## config.mk

```make
export PLATFORM = sky130hd
export DESIGN_NAME = imm_ext_ctrl
export DESIGN_NICKNAME = d
export VERILOG_FILES = /design/src/rtl/cpu_pkg.sv /design/src/rtl/imm_ext.sv /design/src/rtl/imm_ext_ctrl.sv
export SDC_FILE = /design/constraint.sdc
export NUM_CORES = 1
export LEC_CHECK = 0
export BUFFER_PORTS_ARGS = -buffer_cell sky130_fd_sc_hd__buf_2
export CORE_ASPECT_RATIO = 1.2
export CORE_MARGIN = 1
export CORE_UTILIZATION = 64
export CTS_BUF_LIST = sky130_fd_sc_hd__clkbuf_8
export DETAILED_ROUTE_END_ITERATION = 7
export PLACE_DENSITY = 0.88
export SKIP_CTS_REPAIR_TIMING = 1
export SLEW_MARGIN = 20
export SYNTH_ARGS = -nofsm -noshare
export SYNTH_HDL_FRONTEND = slang
export SYNTH_SLANG_ARGS = --single-unit
```

## constraint.sdc

```tcl
create_clock -name clk -period 5.15 [get_ports clk]
set_clock_uncertainty 0.2 [all_clocks]
set_input_delay 0.2575 -clock clk [delete_from_list [all_inputs] [get_ports clk]]
set_output_delay 0.2575 -clock clk [all_outputs]
set_load 0.05 [all_outputs]
```

## src/rtl/cpu_pkg.sv

```systemverilog
// Shared decode-stage types: opcodes, extension modes and the buffered entry layout.
package cpu_pkg;
  localparam int XLEN  = 32;
  localparam int IMM_W = 16;

  localparam logic [5:0] OP_BEQ   = 6'h04;
  localparam logic [5:0] OP_BNE   = 6'h05;
  localparam logic [5:0] OP_ADDI  = 6'h08;
  localparam logic [5:0] OP_ADDIU = 6'h09;
  localparam logic [5:0] OP_SLTI  = 6'h0A;
  localparam logic [5:0] OP_SLTIU = 6'h0B;
  localparam logic [5:0] OP_ANDI  = 6'h0C;
  localparam logic [5:0] OP_ORI   = 6'h0D;
  localparam logic [5:0] OP_XORI  = 6'h0E;
  localparam logic [5:0] OP_LUI   = 6'h0F;
  localparam logic [5:0] OP_LW    = 6'h23;
  localparam logic [5:0] OP_SW    = 6'h2B;

  typedef enum logic [1:0] {EXT_NONE, EXT_ZERO, EXT_SIGN, EXT_UPPER} ext_mode_e;

  typedef struct packed {
    logic [XLEN-1:0] imm;
    ext_mode_e       mode;
    logic            is_branch;
    logic [XLEN-1:0] target;
    logic [XLEN-1:0] pc;
  } dec_entry_t;

  function automatic ext_mode_e decode_mode(input logic [5:0] op);
    case (op)
      OP_ADDI, OP_ADDIU, OP_SLTI, OP_SLTIU,
      OP_LW, OP_SW, OP_BEQ, OP_BNE:   return EXT_SIGN;
      OP_ANDI, OP_ORI, OP_XORI:       return EXT_ZERO;
      OP_LUI:                         return EXT_UPPER;
      default:                        return EXT_NONE;
    endcase
  endfunction
endpackage

```

## src/rtl/imm_ext.sv

```systemverilog
// Combinational immediate extender; NONE yields zero so non-immediate ops carry no stale bits.
module imm_ext
  import cpu_pkg::*;
(
  input  logic [IMM_W-1:0] imm,
  input  ext_mode_e        mode,
  output logic [XLEN-1:0]  result
);
  always_comb begin
    result = '0;
    case (mode)
      EXT_ZERO:  result = {{(XLEN-IMM_W){1'b0}}, imm};
      EXT_SIGN:  result = {{(XLEN-IMM_W){imm[IMM_W-1]}}, imm};
      EXT_UPPER: result = {imm, {(XLEN-IMM_W){1'b0}}};
      default:   result = '0;
    endcase
  end
endmodule

```

## src/rtl/imm_ext_ctrl.sv

```systemverilog
// Decode-stage immediate controller: decode, extend, branch target, then a 2-entry skid buffer.
module imm_ext_ctrl
  import cpu_pkg::*;
(
  input  logic            clk,
  input  logic            rst_n,
  input  logic            in_valid,
  output logic            in_ready,
  input  logic [XLEN-1:0] in_instr,
  input  logic [XLEN-1:0] in_pc,
  input  logic            flush,
  output logic            out_valid,
  input  logic            out_ready,
  output logic [XLEN-1:0] out_imm,
  output logic [1:0]      out_mode,
  output logic            out_is_branch,
  output logic [XLEN-1:0] out_br_target,
  output logic [XLEN-1:0] out_pc
);
  logic [5:0]      opcode;
  ext_mode_e       mode;
  logic            is_br;
  logic [XLEN-1:0] ext_val;
  logic [XLEN-1:0] br_off;
  dec_entry_t      new_entry;
  logic            unused_fields;

  assign opcode        = in_instr[31:26];
  assign mode          = decode_mode(opcode);
  assign is_br         = (opcode == OP_BEQ) || (opcode == OP_BNE);
  assign unused_fields = ^in_instr[25:16];

  imm_ext u_ext (
    .imm    (in_instr[IMM_W-1:0]),
    .mode   (mode),
    .result (ext_val)
  );

  // Word offset: sign-extended immediate scaled by 4, wraps mod 2^32.
  assign br_off = {{(XLEN-IMM_W-2){in_instr[IMM_W-1]}}, in_instr[IMM_W-1:0], 2'b00};

  always_comb begin
    new_entry           = '0;
    new_entry.imm       = ext_val;
    new_entry.mode      = mode;
    new_entry.is_branch = is_br;
    new_entry.target    = is_br ? (in_pc + 32'd4 + br_off) : '0;
    new_entry.pc        = in_pc;
  end

  dec_entry_t [1:0] mem;
  logic             wr_ptr, rd_ptr;
  logic [1:0]       count;
  logic             push, pop;
  dec_entry_t       head;

  assign in_ready  = (count != 2'd2);
  assign out_valid = (count != 2'd0);
  assign push      = in_valid && in_ready;
  assign pop       = out_valid && out_ready;

  always_ff @(posedge clk or negedge rst_n) begin
    if (!rst_n) begin
      mem    <= '0;
      wr_ptr <= 1'b0;
      rd_ptr <= 1'b0;
      count  <= 2'd0;
    end else if (flush) begin
      wr_ptr <= 1'b0;
      rd_ptr <= 1'b0;
      count  <= 2'd0;
    end else begin
      if (push) begin
        mem[wr_ptr] <= new_entry;
        wr_ptr      <= ~wr_ptr;
      end
      if (pop) rd_ptr <= ~rd_ptr;
      case ({push, pop})
        2'b10:   count <= count + 2'd1;
        2'b01:   count <= count - 2'd1;
        default: count <= count;
      endcase
    end
  end

  assign head          = out_valid ? mem[rd_ptr] : '0;
  assign out_imm       = head.imm;
  assign out_mode      = head.mode;
  assign out_is_branch = head.is_branch;
  assign out_br_target = head.target;
  assign out_pc        = head.pc;
endmodule

```

# ---- Yosys cells after proc, flatten, opt, wreduce, memory -nomap -nowiden
# Index checks and enable logic that the tools add are counted.
dict set report word_totals {
  mem_count 0
  regBits 202
  output_inout_bits 101
  word_cells 67
  mem_bits_ro 0
  latchBits 0
  inputBits 69
  ram_bits 0
}
dict set report classes {
  mux 15
  n_bitwise 3
  n_addsub 4
  div 0
  n_shift 0
  eq_ne 18
  n_lt_le_gt_ge 3
  reduce_logical 11
  multipliers 0
}
# operator count
set ops {}
lappend ops {{$mux W99} 4}
lappend ops {{$bwmux W198} 1}
lappend ops {{$demux W99 S1} 1}
lappend ops {{$pmux W32 S3} 1}
lappend ops {{$eq A6 B4 Y1 const B} 8}
lappend ops {{$add A32 B3 Y32 const B} 1}
lappend ops {{$add A32 B32 Y32} 1}
lappend ops {{$mux W32} 1}
lappend ops {{$eq A6 B3 Y1 const B} 2}
lappend ops {{$eq A6 B6 Y1 const B} 2}
lappend ops {{$reduce_or A8 Y1} 1}
lappend ops {{$eq A2 B2 Y1 const B} 3}
lappend ops {{$pmux W2 S3} 1}
lappend ops {{$reduce_bool A2 Y1} 3}
lappend ops {{$eq A2 B1 Y1 const B} 2}
lappend ops {{$lt A1 B2 Y1 const B} 2}
lappend ops {{$mux W1} 4}
lappend ops {{$pmux W2 S2} 1}
lappend ops {{$logic_and A1 B1 Y1} 3}
lappend ops {{$not A1 Y1} 3}
lappend ops {{$reduce_bool A3 Y1} 1}
lappend ops {{$reduce_or A3 Y1} 1}
lappend ops {{$add A2 B1 Y2 const B} 1}
lappend ops {{$mux W2} 1}
lappend ops {{5 further kinds} 5}

# ---- Logic depth before layout (Yosys ltp)
# Gate-level depths: netlist of run 1.
dict set report depth {
  word_depth 6
  ltp_mapped 12
  mapped_depth_nobuf 12
}

# ---- Hierarchy
# From an unflattened synthesis of run 1, not the netlist that was laid out.
dict set report hier_totals {
  hier_cells 1268
  area_unflattened_um2 11770.0
}
# module area_per_inst_um2 cells_per_inst n_inst seq_area_each_um2
set by_module_without_submodules {}
lappend by_module_without_submodules {imm_ext_ctrl 11408.4 1214 1 5054.8}
lappend by_module_without_submodules {imm_ext 361.6 54 1 0.0}

# ---- Worst setup path after synthesis of run 1
# No wires, ideal clock.
dict set report synth_path {
  path_kind {in2reg}
  startpoint {input in_instr[1]}
  endpoint {register mem[51] in the netlist's numbering}
  path_stages 10
  path_slack_ns 2.544
  setup_ns 0.126
  arrival_ns 2.280
  required_time_ns 4.824
  n_path_buf 0
  path_cell_list {ha_1 ha_1 inv_1 fa_1 nor2b_1 o2111ai_1 a21o_1 a211oi_1 nor3_1 a221o_1}
}
dict set report synth_via {
  elab_chain_len 3
}
# item line_no
set synth_lines {}
lappend synth_lines {{start: declaration} imm_ext_ctrl.sv:9} ;# input logic [XLEN-1:0] in_instr,
lappend synth_lines {{$add A32 B32 Y32} imm_ext_ctrl.sv:47} ;# new_entry.target = is_br ? (in_pc + 32'd4 + br_off) : '0;
lappend synth_lines {{$mux W32} imm_ext_ctrl.sv:47}
lappend synth_lines {{$bwmux W198} imm_ext_ctrl.sv:74} ;# mem[wr_ptr] <= new_entry;
lappend synth_lines {{end signal: indexed assignment} imm_ext_ctrl.sv:74}
lappend synth_lines {{end: declaration} imm_ext_ctrl.sv:51} ;# dec_entry_t [1:0] mem;
# No other way between the ends.
# A chain may end at the register's enable or synchronous reset.

# ---- Worst setup path after layout of run 1
dict set report layout_path {
  startpoint {input in_instr[1]}
  endpoint {register mem[158] in the netlist's numbering}
}
# Same word-level chain as after synthesis.

==> impl_metrics.yaml, run 1 <==
outcome:
  outcome: "completed"
sta:
  tns_ps: 0
  clock.fmax_mhz: 297
  holdWs_ps: 3.52
  fin_crit_ps: 3370
  fin_crit_sh: 0.655
  relSlewSlack: 0.222
  tightest_slew_ps: 1170
  rsz0062_at_grt: "false"
  hold_viol_final: 0
  slew_violations: 0
  setup_violations: 0
global_route:
  use_met1: 0.392
  grt_max_degree: 152
  grt_pass1_vias: 9757
  grt.busiest_layer: "met2"
  grt_overflow: 0
  grt_use_total: 0.314
  antenna_found_initial: 0
  grt_use_met3: 0.0430
  use_met2: 0.554
  grt_pass1_wl_um: 47300
drt:
  routed_wl_um: 30900
  routedWlPerCell_um: 18.4
  drt_iter0_drc: 942
  dr_total_vias: 10200
  vias_per_cell: 6.06
  dr.pass1.iters: 5
  ant_nets: 0
  drc: 0
critical_path:
  reg2reg_from: "count[1]"
  cpPeakStageDelay_ps: 530
  crit_family: "compound AO/OA/AOI/OAI gates"
  required_ps: 5380
  cp_slowest_cell: "dlygate4sd3_1"
  critPathKind: "in2reg"
  path_cells: "dlygate4sd3_1 -> buf_2 -> ha_1 -> ha_1 -> inv_1 -> fa_1 -> nor2b_1 -> o2111ai_1 -> a21o_1 -> a211oi_1 -> o21ai_0 -> a32o_1"
  endpoint_kind: "flip-flop"
  arrival_ps: 3600
  worstSetupStartpointType: "primary input"
  crit_path_frequent_cell: "ha_1"
  worstPathBufferInverterCount: 3
  crit_start: "in_instr[1]"
  path_max_fanout: 7
floorplan:
  num_rows: 53
  ios: 170
  start_util: 0.654
  die_w_um: 124
  fp.dieArea_um2: 18500
  die_h_um: 149
  core_um2: 17600
clock_tree:
  clk_transition_reported_paths_ps: 60
  htreeDepth: 1
  cts_buffers: 31
  insertion_delay_ps: 540
  cts_sinks: 202
  clock_path_buffers: 3
  tritoncts: "yes"
  cts-root-buf: "clkbuf_8"
finish:
  fin_util: 0.766
  antenna_cells: 0
  area_delta_synth_final_pct: 17.1
  final_area_um2: 13500
  nNetsFinal: 1561
  drive_gt1_frac: 0.182
synth:
  yosys.area_share.simple: 0.178
  syn_inst: 1260
  synth_ff_type: "dfrtp_1"
  synth_fa_ha_area_frac: 0.0638
  synth_top_family_by_area: "simple AND/OR/NAND/NOR gates"
  synth_compound_area_frac: 0.149
  ys_types: 76
  async_flop_share: 1.00
  yosysWarnings: 0
  synth-xor-area-share: 0.0130
  ys_seq_area_frac: 0.440
  synth_common_cells: "nand2_1 (280), dfrtp_1 (202), nor2_1 (143)"
  synth.ff_latch_count: 202
  yosys.area.top_type: "dfrtp_1"
  syn-num-nets: 1387
  netlist.area_leader.share: 0.440
  synth_area_leaders: "dfrtp_1 (44%), nand2_1 (9.2%), mux2i_1 (8.9%)"
  syn_avg_cell_area_um2: 9.11
  synthMuxAreaShare: 0.120
  synth_edf_count: 0
  synthesis.area_um2: 11500
  synth_most_common_cell: "nand2_1"
job:
  drv_cap: 0
placed_design:
  place_area_um2: 12300
  port-buffer-count: 159
  hpwl_um: 19400
  gp_congestion: 0.891
pwr:
  leakage_nw: 6.35
  fin_total_pwr_w: 0.00424
  ir_worst_vdd_mv: 0.248
  p_per_area_nw_per_um2: 315
hold_path:
  hp-start: "in_instr[15]"
  hold_path.class: "in2reg"
==> registers in the layout, summed over array words and instances, names as in the netlist <==
signal and cells:
mem 198, rd_ptr 1, wr_ptr 1, count 2
==> stage by stage <==
stage / instances / setup slack, ps
floorplan: 1260 / 2540
global placement: 1567 / 1870
detailed placement: 1567 / 1830
CTS: 1620 / 2000
global route: 1674 / 1640
finish: 1674 / 1780
==> power by group <==
group / switching, W / internal, W / total [W]
clock network: 0.000612 / 0.000616 / 0.00123
logic: 0.000696 / 0.000395 / 0.00109
registers: 0.000132 / 0.00179 / 0.00192
==> layout by cell type, fill, tap and decap left out, types with 17 or more instances in the layout <==
cell type,n
dlygate4sd3_1,54
buf_2,158
mux2_2,32
dfrtp_1,201
mux2i_1,102
clkbuf_8,36
o31ai_1,17
o21ai_0,109
ha_1,57
a21oi_1,37
nor2_1,141
nand2_1,280
inv_1,30
==> routing by layer <==
| layer | routed length (µm) | share of wire |
|---|---|---|
| met5 | 0 | 0 |
| met4 | 1000 | 0.032 |
| met3 | 2020 | 0.066 |
| met1 | 12300 | 0.40 |
| met2 | 15600 | 0.50 |
==> worst min-delay path, cell delays in order <==
cell and delay, ps:
buf_2 260, nand2_1 130, o21ai_0 70
==> layout make-up <==
| type | count | area (µm²) |
|---|---|---|
| flip-flops and latches | 202 | 5060 |
| fillers | 1172 | 4120 |
| inverters | 17 | 63.8 |
| well taps | 220 | 275 |
| multi-input cells | 959 | 6050 |
| clock inverters | 18 | 81.3 |
| clock buffers | 35 | 482 |
| repair buffers | 223 | 1450 |
==> logic make-up after synthesis <==
family	count (synthesis)
compound gates	260
xor+xnor	17
fa+ha+maj	58
buf+inv	99
flops	202
mux	134
simple gates	490
==> worst paths after layout <==
path / end / slack [ps] / cells past startpoint
min in group asynchronous: count[1] / 180 / 2
worst min-delay path: mem[82] / 4 / 3
worst max register to register: mem[86] / 2130 / 4
worst max-delay path: mem[158] / 1780 / 12
max in group asynchronous: mem[106] / 3410 / 3
worst min register to register: mem[38] / 270 / 2
Note: power is estimated with default switching activity, not from simulation.
==> run 2: changes to the inputs <==
Settings changed: CORE_UTILIZATION 64 to 60, PLACE_DENSITY 0.88 to 0.83.
Clock period 5.15 ns to 3.3 ns, I/O delays scaled along.
==> impl_metrics.yaml, run 2 (synthesis gave the netlist of run 1 again) <==
floorplan:
  die_w_um: 128
  start_util: 0.611
  fp.dieArea_um2: 19700
  die_h_um: 154
  ios: 170
  num_rows: 55
  core_um2: 18800
sta:
  hold_viol_final: 1
  rsz0062_at_grt: "false"
  tightest_slew_ps: 650
  setup_violations: 0
  clock.fmax_mhz: 329
  fin_crit_ps: 3040
  tns_ps: 0
  fin_crit_sh: 0.922
  relSlewSlack: 0.567
  slew_violations: 0
  holdWs_ps: -29.3
finish:
  drive_gt1_frac: 0.196
  layout_commonest_cell: "nand2_1"
  final_area_um2: 13800
  nNetsFinal: 1590
  area_delta_synth_final_pct: 20.4
  top_regs: "mem: 198 flops, count: 2 flops"
  fill_cells: 1367
  layout_common_cells: "nand2_1 (280), dfrtp_1 (201), buf_2 (158), nor2_1 (142), o21ai_0 (109)"
  antenna_cells: 0
  largest-register: "mem"
  largest_register_ffs: 198
placed_design:
  gp_congestion: 0.912
  port-buffer-count: 159
  hpwl_um: 20800
  place_area_um2: 12600
critical_path:
  arrival_ps: 3290
  endpoint_kind: "flip-flop"
  required_ps: 3550
  worstSetupStartpointType: "primary input"
  path_max_fanout: 7
  critPathKind: "in2reg"
drt:
  vias_per_cell: 5.79
  routedWlPerCell_um: 17.8
  dr.pass1.iters: 5
  ant_nets: 0
  dr_total_vias: 10100
  drt_iter0_drc: 686
  drc: 0
  routed_wl_um: 31000
job:
  drv_cap: 0
global_route:
  antenna_found_initial: 0
  grt_max_degree: 132
  grt_use_total: 0.309
  grt_pass1_vias: 9773
  grt_overflow: 0
  grt_pass1_wl_um: 48600
pwr:
  leakage_nw: 6.54
  p_per_area_nw_per_um2: 491
  ir_worst_vdd_mv: 0.450
clock_tree:
  insertion_delay_ps: 550
  clock_path_buffers: 3
  cts-root-buf: "clkbuf_8"
  htreeDepth: 1
  clk_transition_reported_paths_ps: 70
  tritoncts: "yes"
  cts_buffers: 31
  cts_sinks: 202
outcome:
  outcome: "finished with violations"
  violations: "negative hold slack"
hold_path:
  hold_path.class: "in2reg"
[run 2: cell count changes in the layout (fill, tap and decap cells not counted), moves of 2 or more]
cell | before | now
clkinvlp_4 | 3 | 0
dlygate4sd3_1 | 54 | 58
clkbuf_8 | 36 | 42
buf_4 | 8 | 30
buf_12 | 2 | 4
[run 2: power by group]
| group | internal (W) | switching [W] | leakage [nW] | total (W) |
|---|---|---|---|---|
| logic | 0.000657 | 0.00111 | 3.49 | 0.00176 |
| registers | 0.00279 | 0.000176 | 2.68 | 0.00297 |
| clock network | 0.00110 | 0.000963 | 0.368 | 0.00206 |
[run 2: area by class of cell]
| class | instances | area [µm²] | share of cell area |
|---|---|---|---|
| multi-input cells | 959 | 6040 | 0.437 |
| flip-flops and latches | 202 | 5060 | 0.366 |
| clock buffers | 41 | 564 | 0.0408 |
| inverters | 17 | 63.8 | 0.00462 |
| clock inverters | 14 | 53.8 | 0.00389 |
| well taps | 256 | 320 | 0.0232 |
| repair buffers | 252 | 1720 | 0.124 |
[run 2: worst paths after layout]
check	from	cells after the start	slack, ps	to
setup / recovery	in_instr[1]	12	260	mem[158]
hold / removal	in_instr[28]	5	-30	mem[165]
setup reg to reg	count[1]	6	730	mem[61]
hold reg to reg	mem[31]	2	270	mem[31]
max in group asynchronous	rst_n	3	2380	mem[25]
min in group asynchronous	rst_n	3	20	mem[67]
[run 2: routing by layer]
metal  share of wire  vias to the layer above  wire length [µm]  track usage
met2            0.51                      320             15900        0.541
li1                -                     4760                 -            -
met5               0                        -                 0            0
met3           0.053                       70              1640       0.0386
met1            0.40                     4934             12600        0.392
met4           0.029                        0               892        0.106
[run 2: per-stage QoR]
step	utilization	std cells	worst slack (ps)	hold WS, ps	power (W)
detailed placement	0.671	1627	223	-38.7	0.00468
CTS	0.703	1682	552	-640	0.00675
global placement	0.671	1627	300	-39.3	0.00462
global route	0.736	1741	51.3	6.87	0.00712
floorplan	-	1260	787	-331	0.00418
finish	0.736	1741	257	-29.3	0.00679
[run 2: critical path: stages]
cell and delay [ps]:
dlygate4sd3_1 540, buf_2 150, ha_1 280, ha_1 190, inv_1 60, fa_1 390, nor2b_1 170, o2111ai_1 170
a21o_1 340, a211oi_1 380, o21ai_0 180, a32o_1 270
